[config.mk]
export PLATFORM = sky130hd
export DESIGN_NAME = qpacket_tx
export DESIGN_NICKNAME = d
export VERILOG_FILES = /design/src/rtl/qpacket_tx_pkg.sv /design/src/rtl/qpacket_tx_qmax.sv /design/src/rtl/qpacket_tx.sv
export SDC_FILE = /design/constraint.sdc
export NUM_CORES = 1
export LEC_CHECK = 0
export CORE_MARGIN = 2
export CORE_UTILIZATION = 39
export CTS_BUF_LIST = sky130_fd_sc_hd__clkbuf_8
export CTS_CLUSTER_DIAMETER = 150
export DETAILED_ROUTE_END_ITERATION = 16
export PLACE_DENSITY = 0.69
export SLEW_MARGIN = 25
export SYNTH_ARGS = -nofsm -noshare
export SYNTH_HDL_FRONTEND = slang
export SYNTH_SLANG_ARGS = --single-unit
[constraint.sdc]
create_clock -name clock -period 6.8 [get_ports clock]
set_input_delay 2.04 -clock clock [delete_from_list [all_inputs] [get_ports clock]]
set_output_delay 2.04 -clock clock [all_outputs]
set_load 0.05 [all_outputs]
[src/rtl/qpacket_tx_pkg.sv]
// qpacket_tx_pkg: shared QTable constants, packet type codes and TX FSM state encoding.
// Revision 1.0
`default_nettype none

package qpacket_tx_pkg;

   localparam int          DEF_WORD_WIDTH = 16;
   localparam logic [15:0] DEF_NO_HOP     = 16'hFFFF;

   localparam logic [2:0] PKT_HELLO  = 3'd0;
   localparam logic [2:0] PKT_DATA   = 3'd1;
   localparam logic [2:0] PKT_ACK    = 3'd2;
   localparam logic [2:0] PKT_QUPD   = 3'd3;

   typedef enum logic [2:0] {
      S_IDLE = 3'd0,
      S_READ = 3'd1,
      S_WAIT = 3'd2,
      S_CMP  = 3'd3,
      S_SEND = 3'd4,
      S_DONE = 3'd5
   } state_t;

endpackage

`default_nettype wire

[src/rtl/qpacket_tx_qmax.sv]
// qmax_tracker: running maximum Q-value and the neighbor ID that produced it.
// Revision 1.0
`default_nettype none

module qmax_tracker
   import qpacket_tx_pkg::*;
#(
   parameter int                    WORD_WIDTH = DEF_WORD_WIDTH,
   parameter logic [WORD_WIDTH-1:0] NO_HOP     = DEF_NO_HOP
) (
   input  logic                  clock,
   input  logic                  rst,
   input  logic                  clear,
   input  logic                  update,
   input  logic                  first,
   input  logic [WORD_WIDTH-1:0] cand_q,
   input  logic [WORD_WIDTH-1:0] cand_id,
   output logic [WORD_WIDTH-1:0] best_q,
   output logic [WORD_WIDTH-1:0] best_id,
   output logic [WORD_WIDTH-1:0] best_q_nxt,
   output logic [WORD_WIDTH-1:0] best_id_nxt
);

   logic take;

   // Strict compare: on a tie the earlier (lower index) entry stays the winner.
   always_comb begin
      take        = update && (first || (cand_q > best_q));
      best_q_nxt  = best_q;
      best_id_nxt = best_id;
      if (clear) begin
         best_q_nxt  = '0;
         best_id_nxt = NO_HOP;
      end else if (take) begin
         best_q_nxt  = cand_q;
         best_id_nxt = cand_id;
      end
   end

   always_ff @(posedge clock) begin
      if (rst) begin
         best_q  <= '0;
         best_id <= NO_HOP;
      end else begin
         best_q  <= best_q_nxt;
         best_id <= best_id_nxt;
      end
   end

endmodule

`default_nettype wire

[src/rtl/qpacket_tx.sv]
// qpacket_tx: scans the neighbor table for the best Q-value and transmits one packet.
// Revision 1.0
`default_nettype none

module qpacket_tx
   import qpacket_tx_pkg::*;
#(
   parameter int                    WORD_WIDTH = DEF_WORD_WIDTH,
   parameter logic [WORD_WIDTH-1:0] NO_HOP     = DEF_NO_HOP
) (
   input  logic                  clock,
   input  logic                  rst,
   input  logic                  en,
   input  logic [2:0]            pktType,
   input  logic [WORD_WIDTH-1:0] myNodeID,
   input  logic [WORD_WIDTH-1:0] myClusterID,
   input  logic [WORD_WIDTH-1:0] myEnergy,
   input  logic [WORD_WIDTH-1:0] mNeighborCount,
   output logic                  rd_en,
   output logic [WORD_WIDTH-1:0] rd_index,
   input  logic [WORD_WIDTH-1:0] mSourceID,
   input  logic [WORD_WIDTH-1:0] mQValue,
   output logic [WORD_WIDTH-1:0] fSourceID,
   output logic [WORD_WIDTH-1:0] fClusterID,
   output logic [WORD_WIDTH-1:0] fEnergyLeft,
   output logic [WORD_WIDTH-1:0] fQValue,
   output logic [WORD_WIDTH-1:0] fNextHop,
   output logic [2:0]            fPacketType,
   output logic                  tx_valid,
   input  logic                  tx_ready,
   output logic                  busy,
   output logic                  done
);

   state_t                  state, next_state;
   logic [WORD_WIDTH-1:0]   idx, idx_next, count;
   logic [WORD_WIDTH-1:0]   lat_node, lat_cluster, lat_energy;
   logic [2:0]              lat_type;
   logic [WORD_WIDTH-1:0]   cap_q, cap_id;
   logic [WORD_WIDTH-1:0]   best_q, best_id, best_q_nxt, best_id_nxt;
   logic                    start, last, load_fields;

   assign idx_next    = idx + 1'b1;
   assign last        = (idx_next == count);
   assign start       = (state == S_IDLE) && en;
   assign load_fields = (next_state == S_SEND) && (state != S_SEND);

   qmax_tracker #(
      .WORD_WIDTH (WORD_WIDTH),
      .NO_HOP     (NO_HOP)
   ) u_qmax (
      .clock       (clock),
      .rst         (rst),
      .clear       (start),
      .update      (state == S_CMP),
      .first       (idx == '0),
      .cand_q      (cap_q),
      .cand_id     (cap_id),
      .best_q      (best_q),
      .best_id     (best_id),
      .best_q_nxt  (best_q_nxt),
      .best_id_nxt (best_id_nxt)
   );

   always_comb begin
      next_state = state;
      rd_en      = 1'b0;
      tx_valid   = 1'b0;
      done       = 1'b0;
      busy       = (state != S_IDLE);
      case (state)
         S_IDLE: if (en) next_state = (mNeighborCount == '0) ? S_SEND : S_READ;
         S_READ: begin
            rd_en      = 1'b1;
            next_state = S_WAIT;
         end
         S_WAIT: next_state = S_CMP;
         S_CMP:  next_state = last ? S_SEND : S_READ;
         S_SEND: begin
            tx_valid = 1'b1;
            if (tx_ready) next_state = S_DONE;
         end
         S_DONE: begin
            done       = 1'b1;
            next_state = S_IDLE;
         end
         default: next_state = S_IDLE;
      endcase
   end

   assign rd_index = idx;

   always_ff @(posedge clock) begin
      if (rst) begin
         state       <= S_IDLE;
         idx         <= '0;
         count       <= '0;
         lat_type    <= '0;
         lat_node    <= '0;
         lat_cluster <= '0;
         lat_energy  <= '0;
         cap_q       <= '0;
         cap_id      <= '0;
         fPacketType <= '0;
         fSourceID   <= '0;
         fClusterID  <= '0;
         fEnergyLeft <= '0;
         fQValue     <= '0;
         fNextHop    <= '0;
      end else begin
         state <= next_state;
         if (start) begin
            idx         <= '0;
            count       <= mNeighborCount;
            lat_type    <= pktType;
            lat_node    <= myNodeID;
            lat_cluster <= myClusterID;
            lat_energy  <= myEnergy;
         end
         if (state == S_WAIT) begin
            cap_q  <= mQValue;
            cap_id <= mSourceID;
         end
         if ((state == S_CMP) && !last) idx <= idx_next;
         // The empty-table path enters S_SEND straight from S_IDLE, before the latches settle.
         if (load_fields) begin
            fPacketType <= (state == S_IDLE) ? pktType     : lat_type;
            fSourceID   <= (state == S_IDLE) ? myNodeID    : lat_node;
            fClusterID  <= (state == S_IDLE) ? myClusterID : lat_cluster;
            fEnergyLeft <= (state == S_IDLE) ? myEnergy    : lat_energy;
            fQValue     <= best_q_nxt;
            fNextHop    <= best_id_nxt;
         end
      end
   end

endmodule

`default_nettype wire
==> Yosys cells after proc, flatten, opt, wreduce, memory -nomap -nowiden <==
Cells that the tools add are included.
{ "word_totals": {"reg_bits": 233, "inputBits": 103} }
{ "op_classes": {"n_addsub": 1, "magnitude_cmp": 1, "eq_ne": 8, "mux": 18, "reduce_logical": 11} }
{ "ops": {"columns": ["operator", "count"], "rows": [
  ["$mux 16", 9],
  ["$logic_not 16->1", 2],
  ["$add 16x1->16 const B", 1],
  ["$eq 16x16->1", 1],
  ["$gt 16x16->1", 1],
  ["$mux 3", 5],
  ["$pmux 3 s5", 1],
  ["$eq 3x3->1 const B", 3],
  ["$eq 3x2->1 const B", 2],
  ["$logic_and 1x1->1", 4],
  ["$eq 3x1->1 const B", 1],
  ["$logic_not 3->1", 1],
  ["$mux 1", 3],
  ["$ne 3x3->1 const B", 1],
  ["$reduce_bool 3->1", 1],
  ["$reduce_bool 2->1", 1],
  ["$logic_not 1->1", 1],
  ["$logic_or 1x1->1", 1]
]} }

==> Logic depth before layout (Yosys ltp) <==
Gate-level depths: netlist of the first run.
{ "depth": {"ltp_word": 6, "depth_mapped": 13} }

==> Hierarchy <==
Synthesis of the first run repeated with hierarchy kept, for this count alone.
{ "unflattened": {"hier_cells": 1241, "area_unflattened_um2": 11199.5} }
{ "by_module_without_submodules": {"columns": ["mod", "n_inst", "cells_per_inst", "area_each_um2", "seq_area_each_um2"], "rows": [
  ["qpacket_tx", 1, 1069, 9439.1, 4023.9],
  ["qmax_tracker", 1, 172, 1760.4, 640.6]
]} }

==> Least setup slack after synthesis of the first run <==
Ideal clock, no wire load.
{ "synth_path": {"path_kind": "flip-flop to output port", "startpoint": "register state[0]", "endpoint": "output rd_en", "arrival_time_ns": 1.702, "required_ns": 4.760, "path_slack_ns": 3.058, "path_stages_with_launch": 3, "n_path_buf": 1, "path_cell_list": "dfxtp_1 -> clkbuf_1 -> nor3b_1"} }
{ "synth_via": {"elab_chain_len": 2} }
{ "synth_rtl": {"columns": ["item", "line_no", "rtl"], "rows": [
  ["start: declaration", "qpacket_tx.sv:35", "state_t state, next_state;"],
  ["start signal: assignment", "qpacket_tx.sv:111", "state <= next_state;"],
  ["$eq 3x1->1", "qpacket_tx.sv:71", "case (state)"],
  ["$mux 1", "qpacket_tx.sv:71", null],
  ["end: declaration", "qpacket_tx.sv:19", "output logic rd_en,"]
]} }
No other way between the ends.

==> Final worst setup path of the first run <==
{ "layout_path": {"startpoint": "register state[2]", "endpoint": "output tx_valid"} }
{ "layout_via": {"elab_chain_len": 2} }
{ "layout_rtl": {"columns": ["item", "line_no", "rtl"], "rows": [
  ["$eq 3x3->1", "qpacket_tx.sv:71", null],
  ["$mux 1", "qpacket_tx.sv:71", null],
  ["end: declaration", "qpacket_tx.sv:29", "output logic tx_valid,"]
]} }
No other way between the ends.

==> impl_metrics.toml, run 1 <==
[power_and_ir_drop]
total_power_mw = 3.07
peakVddDrop_uv = 131
seqPwrFrac = 0.474
intPower_mw = 2.24
clkPwrFrac = 0.381
netSwitchingFraction = 0.271
p_leak_nw = 4.85
switchingPower_mw = 0.831
p_per_area_nw_per_um2 = 232
p_comb_frac = 0.145

[synthesis]
synth_warnings = 0
ys_types = 58
syn_area_um2 = 10300
synth_edf_count = 0
synth_nets = 1324
synth_ff_type = "dfxtp_1"
synth_top_area_frac = 0.451
synth_top_area_cell = "dfxtp_1"
synth_cells = 1203
avgSynthCellArea_um2 = 8.60
synthTopCellsByCount = "241 x nand2_1, 233 x dfxtp_1, 113 x a21oi_1, 99 x mux2i_1, 97 x nor2_1"
seq_area_frac_synth = 0.451
synthTopCellsByArea = "dfxtp_1 45%, mux2i_1 9.6%, nand2_1 8.7%"
synth-seq-cells = 233
synth_most_common_cell = "nand2_1"
synthArstFlopShare = 0

[status]
status = "completed"

[timing]
setup_viol = 0
grt_setup_unrepaired = "false"
worstMarginPinSlew_ns = 1.01
slew_viol_final = 0
hold_violations = 0
fin_ws_ns = 2.40
setup_tns_ns = 0
fmax_mhz = 227
fin_crit_sh = 0.647
skew_ns = 0.0149
holdWs_ns = 0.452
slew_headroom = 0.325
period_needed_ns = 4.40

[final_layout]
nets = 1490
multi_input_area_um2 = 5110
fin_util = 0.508
regArea_um2 = 4660
drive_gt1_frac = 0.0775
area_delta_synth_final_pct = 27.9
fin_cells = 1729
n_fill_cell = 2481
antenna_cells = 0
final_area_um2 = 13200

[global_routing]
top_usage_layer = "met2"
track_usage = 0.184
grt_pass1_wl_um = 42900
grt_use_met2 = 0.305
grt_pass1_vias = 8329
grt_use_met3 = 0.0397
met1_usage = 0.245
antenna_found_initial = 0
grt_max_degree = 105
grt-ovfl-total = 0

[detailed_routing]
wl_per_cell_um = 15.5
drc = 0
viasPerCell = 5.09
firstDrtPassIters = 4
vias = 8792
dr.first_iter.drc_count = 431
wl_um = 26800
drtAntennaViolNets = 0

[worst_setup_path]
cp-end-kind = "primary output"
crit_path_max_fanout = 9
crit_type = "flip-flop to primary output"
rr_worst_depth = 10
arrival_ns = 2.36
cp-start-kind = "flip-flop"
cp.required_ns = 4.76

[placement]
hpwl_um = 17600
place_congestion = 0.818
placed_area_um2 = 12500
post-place-cells = 1662
port_buffers = 205
post-place-ws_ns = 2.11

[clock_tree]
ctsResizeCount = 0
clkTransAtPathRegs_ns = 0.06
clkSinkCount = 233
h-tree-depth = 2
cts_made_buffers = 40
cts_setup_buffers = 0
clk_latency_ns = 0.52
tritoncts = "done"
holdBufCountCts = 0
cts-root-buf = "clkbuf_8"
clockBufferDepth = 3

[floorplanning]
dieHeight_um = 167
dieArea_um2 = 27800
initial_utilization = 0.397
io_pins = 206
die_w_um = 167
core.rowCount = 59
core_area_um2 = 26100

[job]
cap_violations = 0

[hold_path]
hold_class = "flip-flop to flip-flop"
min_path_cells = 2
==> routing by layer <==
layer  vias up  wire length, um
met5         -                0
met2       222            12300
met4         0              482
li1       4464                -
met1      4071            12500
met3        35             1520
==> sequential cells by signal, indices dropped and copies added, names as in the netlist <==
register        cells
lat_node           16
fQValue            16
lat_cluster        16
lat_type            3
cap_q              16
fPacketType         3
fEnergyLeft        16
u_qmax.best_id     16
count              16
fNextHop           16
fSourceID          16
cap_id             16
rd_index           16
fClusterID         16
lat_energy         16
state               3
u_qmax.best_q      16
==> cell type report <==
class	count	area share
Tap cell	335	0.0317
Inverter	44	0.0125
Clock buffer	48	0.0499
Timing Repair Buffer	216	0.161
Clock inverter	19	0.00596
Sequential cell	233	0.353
Multi-Input combinational cell	834	0.386
==> critical path: stages (launching register included) <==
cell and delay, ns:
dfxtp_1 0.48, nor2b_1 0.25, nor2b_1 0.21, clkdlybuf4s50_1 0.89
==> path summary, 6_finish.rpt <==
path	from	to	slack, ns
worst max-delay path	state[2]$_SDFF_PP0_	tx_valid	2.40
worst min-delay path	lat_energy[14]$_SDFFE_PP0P_	lat_energy[14]$_SDFFE_PP0P_	0.45
worst max register to register	rd_index[1]$_SDFFE_PP0P_	fClusterID[14]$_SDFFE_PP0P_	3.03
worst min register to register	lat_energy[14]$_SDFFE_PP0P_	lat_energy[14]$_SDFFE_PP0P_	0.45
==> placed cells by master, fill, tap and decap left out, types with 5 or more instances in the layout <==
master	netlist	final
o21ai_0	11	11
inv_1	44	61
o31ai_1	15	15
nand4_1	8	8
nor2b_1	5	5
xnor2_1	15	15
nor3_1	8	7
nor3b_1	17	17
nor2_1	97	96
a211oi_1	26	26
a21o_1	17	17
a31oi_1	11	11
o21ai_1	6	5
ha_1	18	18
mux2i_1	99	99
clkbuf_8	0	48
dfxtp_1	233	233
a211oi_2	26	26
nor4_1	14	14
nand2b_1	5	5
a21oi_1	113	112
buf_4	6	11
and2_1	7	6
clkdlybuf4s50_1	0	204
nand2_1	241	240
nand3_1	22	22
==> power by group through the flow <==
stage / Clock, mW / Sequential (mW) / Combinational (mW)
after floorplan: 0 / 1.48 / 0.294
after global placement: 0 / 1.48 / 0.439
after detailed placement: 0 / 1.48 / 0.446
after CTS: 1.21 / 1.45 / 0.448
after global routing: 1.27 / 1.46 / 0.486
final: 1.17 / 1.45 / 0.445
==> cells by family (layout without fill, tap and decap cells) <==
kind of cell | after synthesis | after routing | share of synthesized area
AO/OA/AOI/OAI | 251 | 251 | 0.164
XOR/XNOR | 19 | 19 | 0.0161
adder cells (fa/ha/maj) | 18 | 18 | 0.0218
buffers and inverters | 136 | 327 | 0.0600
flip-flops | 233 | 233 | 0.451
multiplexers | 99 | 99 | 0.0958
AND/OR/NAND/NOR | 447 | 447 | 0.191
(Power assumes the default switching activity.)
==> run 2: changes to the inputs <==
==> constraint.sdc (replaced) <==
create_clock -name clock -period 4.4 [get_ports clock]
set_input_delay 1.32 -clock clock [delete_from_list [all_inputs] [get_ports clock]]
set_output_delay 1.32 -clock clock [all_outputs]
set_load 0.05 [all_outputs]
==> run 2 against run 1 <==
Design area rose by 0.93%. Critical endpoint unchanged. Hold slack barely moved. Total power up 59%. Sequential share of layout area is 0.32 points lower. Non-clock buffer count increased by 4. Core utilization grew 0.47 points. Worst setup slack got worse by 1.7 ns. Flip-flop and latch count unchanged. Cell count is 0.52% higher. Sequential power grew 55%. Via count is 1.5% higher.
==> impl_metrics.toml, run 2 (synthesis results as in run 1) <==
[status]
status = "completed"

[timing]
slew_viol_final = 0
grt_setup_unrepaired = "false"
slew_headroom = 0.339
setup_viol = 0
holdWs_ns = 0.452
worstMarginPinSlew_ns = 0.992
skew_ns = 0.0176
period_needed_ns = 3.73
hold_violations = 0
setup_tns_ns = 0
fin_crit_sh = 0.848
fmax_mhz = 268

[floorplanning]
dieArea_um2 = 27800
core_area_um2 = 26100
initial_utilization = 0.397
dieHeight_um = 167
io_pins = 206
core.rowCount = 59
die_w_um = 167

[final_layout]
nets = 1495
n_fill_cell = 2458
area_delta_synth_final_pct = 29.1
fin_util = 0.512
drive_gt1_frac = 0.0820
fin_cells = 1738
final_common_cell = "nand2_1"
final_area_um2 = 13400
final_cell_mix = "240 x nand2_1, 233 x dfxtp_1, 204 x clkdlybuf4s50_1"

[power_and_ir_drop]
p_per_area_nw_per_um2 = 364
p_leak_nw = 4.91
peakVddDrop_uv = 220

[worst_setup_path]
cp-end-kind = "primary output"
crit_path_max_fanout = 9
slowest_stage = "clkdlybuf4s50_1"
cp.required_ns = 3.08
crit_top_cell = "nor2b_1"
crit_type = "flip-flop to primary output"
cp-start-kind = "flip-flop"
arrival_ns = 2.41
slowest_delay_ns = 0.91
critical_path.top_delay_family = "buffers and inverters"
crit_chain = "nor2b_1 -> nor2b_1 -> clkdlybuf4s50_1"
cp_num_buf_inv = 1

[detailed_routing]
vias = 8928
dr.first_iter.drc_count = 506
firstDrtPassIters = 4
wl_um = 27300
viasPerCell = 5.14
drc = 0
drtAntennaViolNets = 0
wl_per_cell_um = 15.7

[job]
cap_violations = 0

[clock_tree]
holdBufCountCts = 0
h-tree-depth = 2
cts_made_buffers = 41
ctsResizeCount = 0
clkTransAtPathRegs_ns = 0.05
tritoncts = "done"
clockBufferDepth = 3
cts-root-buf = "clkbuf_8"
clk_latency_ns = 0.54
cts_setup_buffers = 0
clkSinkCount = 233

[placement]
post-place-cells = 1666
place_congestion = 0.808
placed_area_um2 = 12600
hpwl_um = 17800
port_buffers = 205

[global_routing]
antenna_found_initial = 1
grt_max_degree = 84
track_usage = 0.191
grt-ovfl-total = 0
grt_pass1_wl_um = 44400
grt_pass1_vias = 8736

[hold_path]
hold_class = "flip-flop to flip-flop"
run 2: cell types whose count changed in the layout (fill, tap and decap cells not counted), sizes merged:
cell / before / now
buf: 12 / 16
clkbuf: 48 / 51
clkinv: 0 / 1
clkinvlp: 2 / 0
diode: 0 / 1
inv: 61 / 63
run 2: per-stage QoR:
stage / setup slack (ns) / total power [mW]
6_report: 0.667 / 4.86
5_1_grt: 0.549 / 5.10
4_1_cts: 0.619 / 4.93
3_5_place_dp: 0.787 / 2.99
3_3_place_gp: 0.855 / 2.98
2_1_floorplan: 1.38 / 2.74
run 2: worst register-to-register path, delay by kind of cell (launching register included):
kind                       cells  cell delay (ns)
AOI/OAI and AO/OA              4             1.12
and+or+nand+nor                4             0.89
buffers and inverters          1             0.41
adders and majority gates      1             0.31
DFF                            1             0.48
run 2: routing by layer:
layer / global-route usage / vias up / share of wire
li1: - / 4459 / -
met1: 0.238 / 4178 / 0.45
met2: 0.318 / 228 / 0.46
met3: 0.0485 / 63 / 0.061
met4: 0.0753 / 0 / 0.034
met5: 0 / - / 0
run 2: layout make-up:
class | instances | area, um^2 | share of cell area
repair buffers | 220 | 2220 | 0.166
inverters | 44 | 165 | 0.0124
well taps | 335 | 419 | 0.0314
clock buffers | 51 | 702 | 0.0526
flip-flops and latches | 233 | 4660 | 0.349
diodes | 1 | 2.50 | 0.000187
clock inverters | 20 | 88.8 | 0.00665
multi-input cells | 834 | 5090 | 0.382
run 2: where the power goes:
group | leakage (nW) | internal [mW] | switching (mW)
Combinational | 2.55 | 0.292 | 0.400
Sequential | 1.89 | 2.19 | 0.0559
Clock | 0.472 | 1.04 | 0.880
Total | 4.91 | 3.53 | 1.34
run 2: worst paths after layout:
kind / startpoint / cells past startpoint / slack, ns / endpoint
worst max register to register: rd_index[1]$_SDFFE_PP0P_ / 10 / 1.10 / fSourceID[10]$_SDFFE_PP0P_
worst min register to register: lat_energy[13]$_SDFFE_PP0P_ / 2 / 0.45 / lat_energy[13]$_SDFFE_PP0P_
worst min-delay path: lat_energy[13]$_SDFFE_PP0P_ / 2 / 0.45 / lat_energy[13]$_SDFFE_PP0P_
worst max-delay path: state[2]$_SDFF_PP0_ / 3 / 0.67 / tx_valid
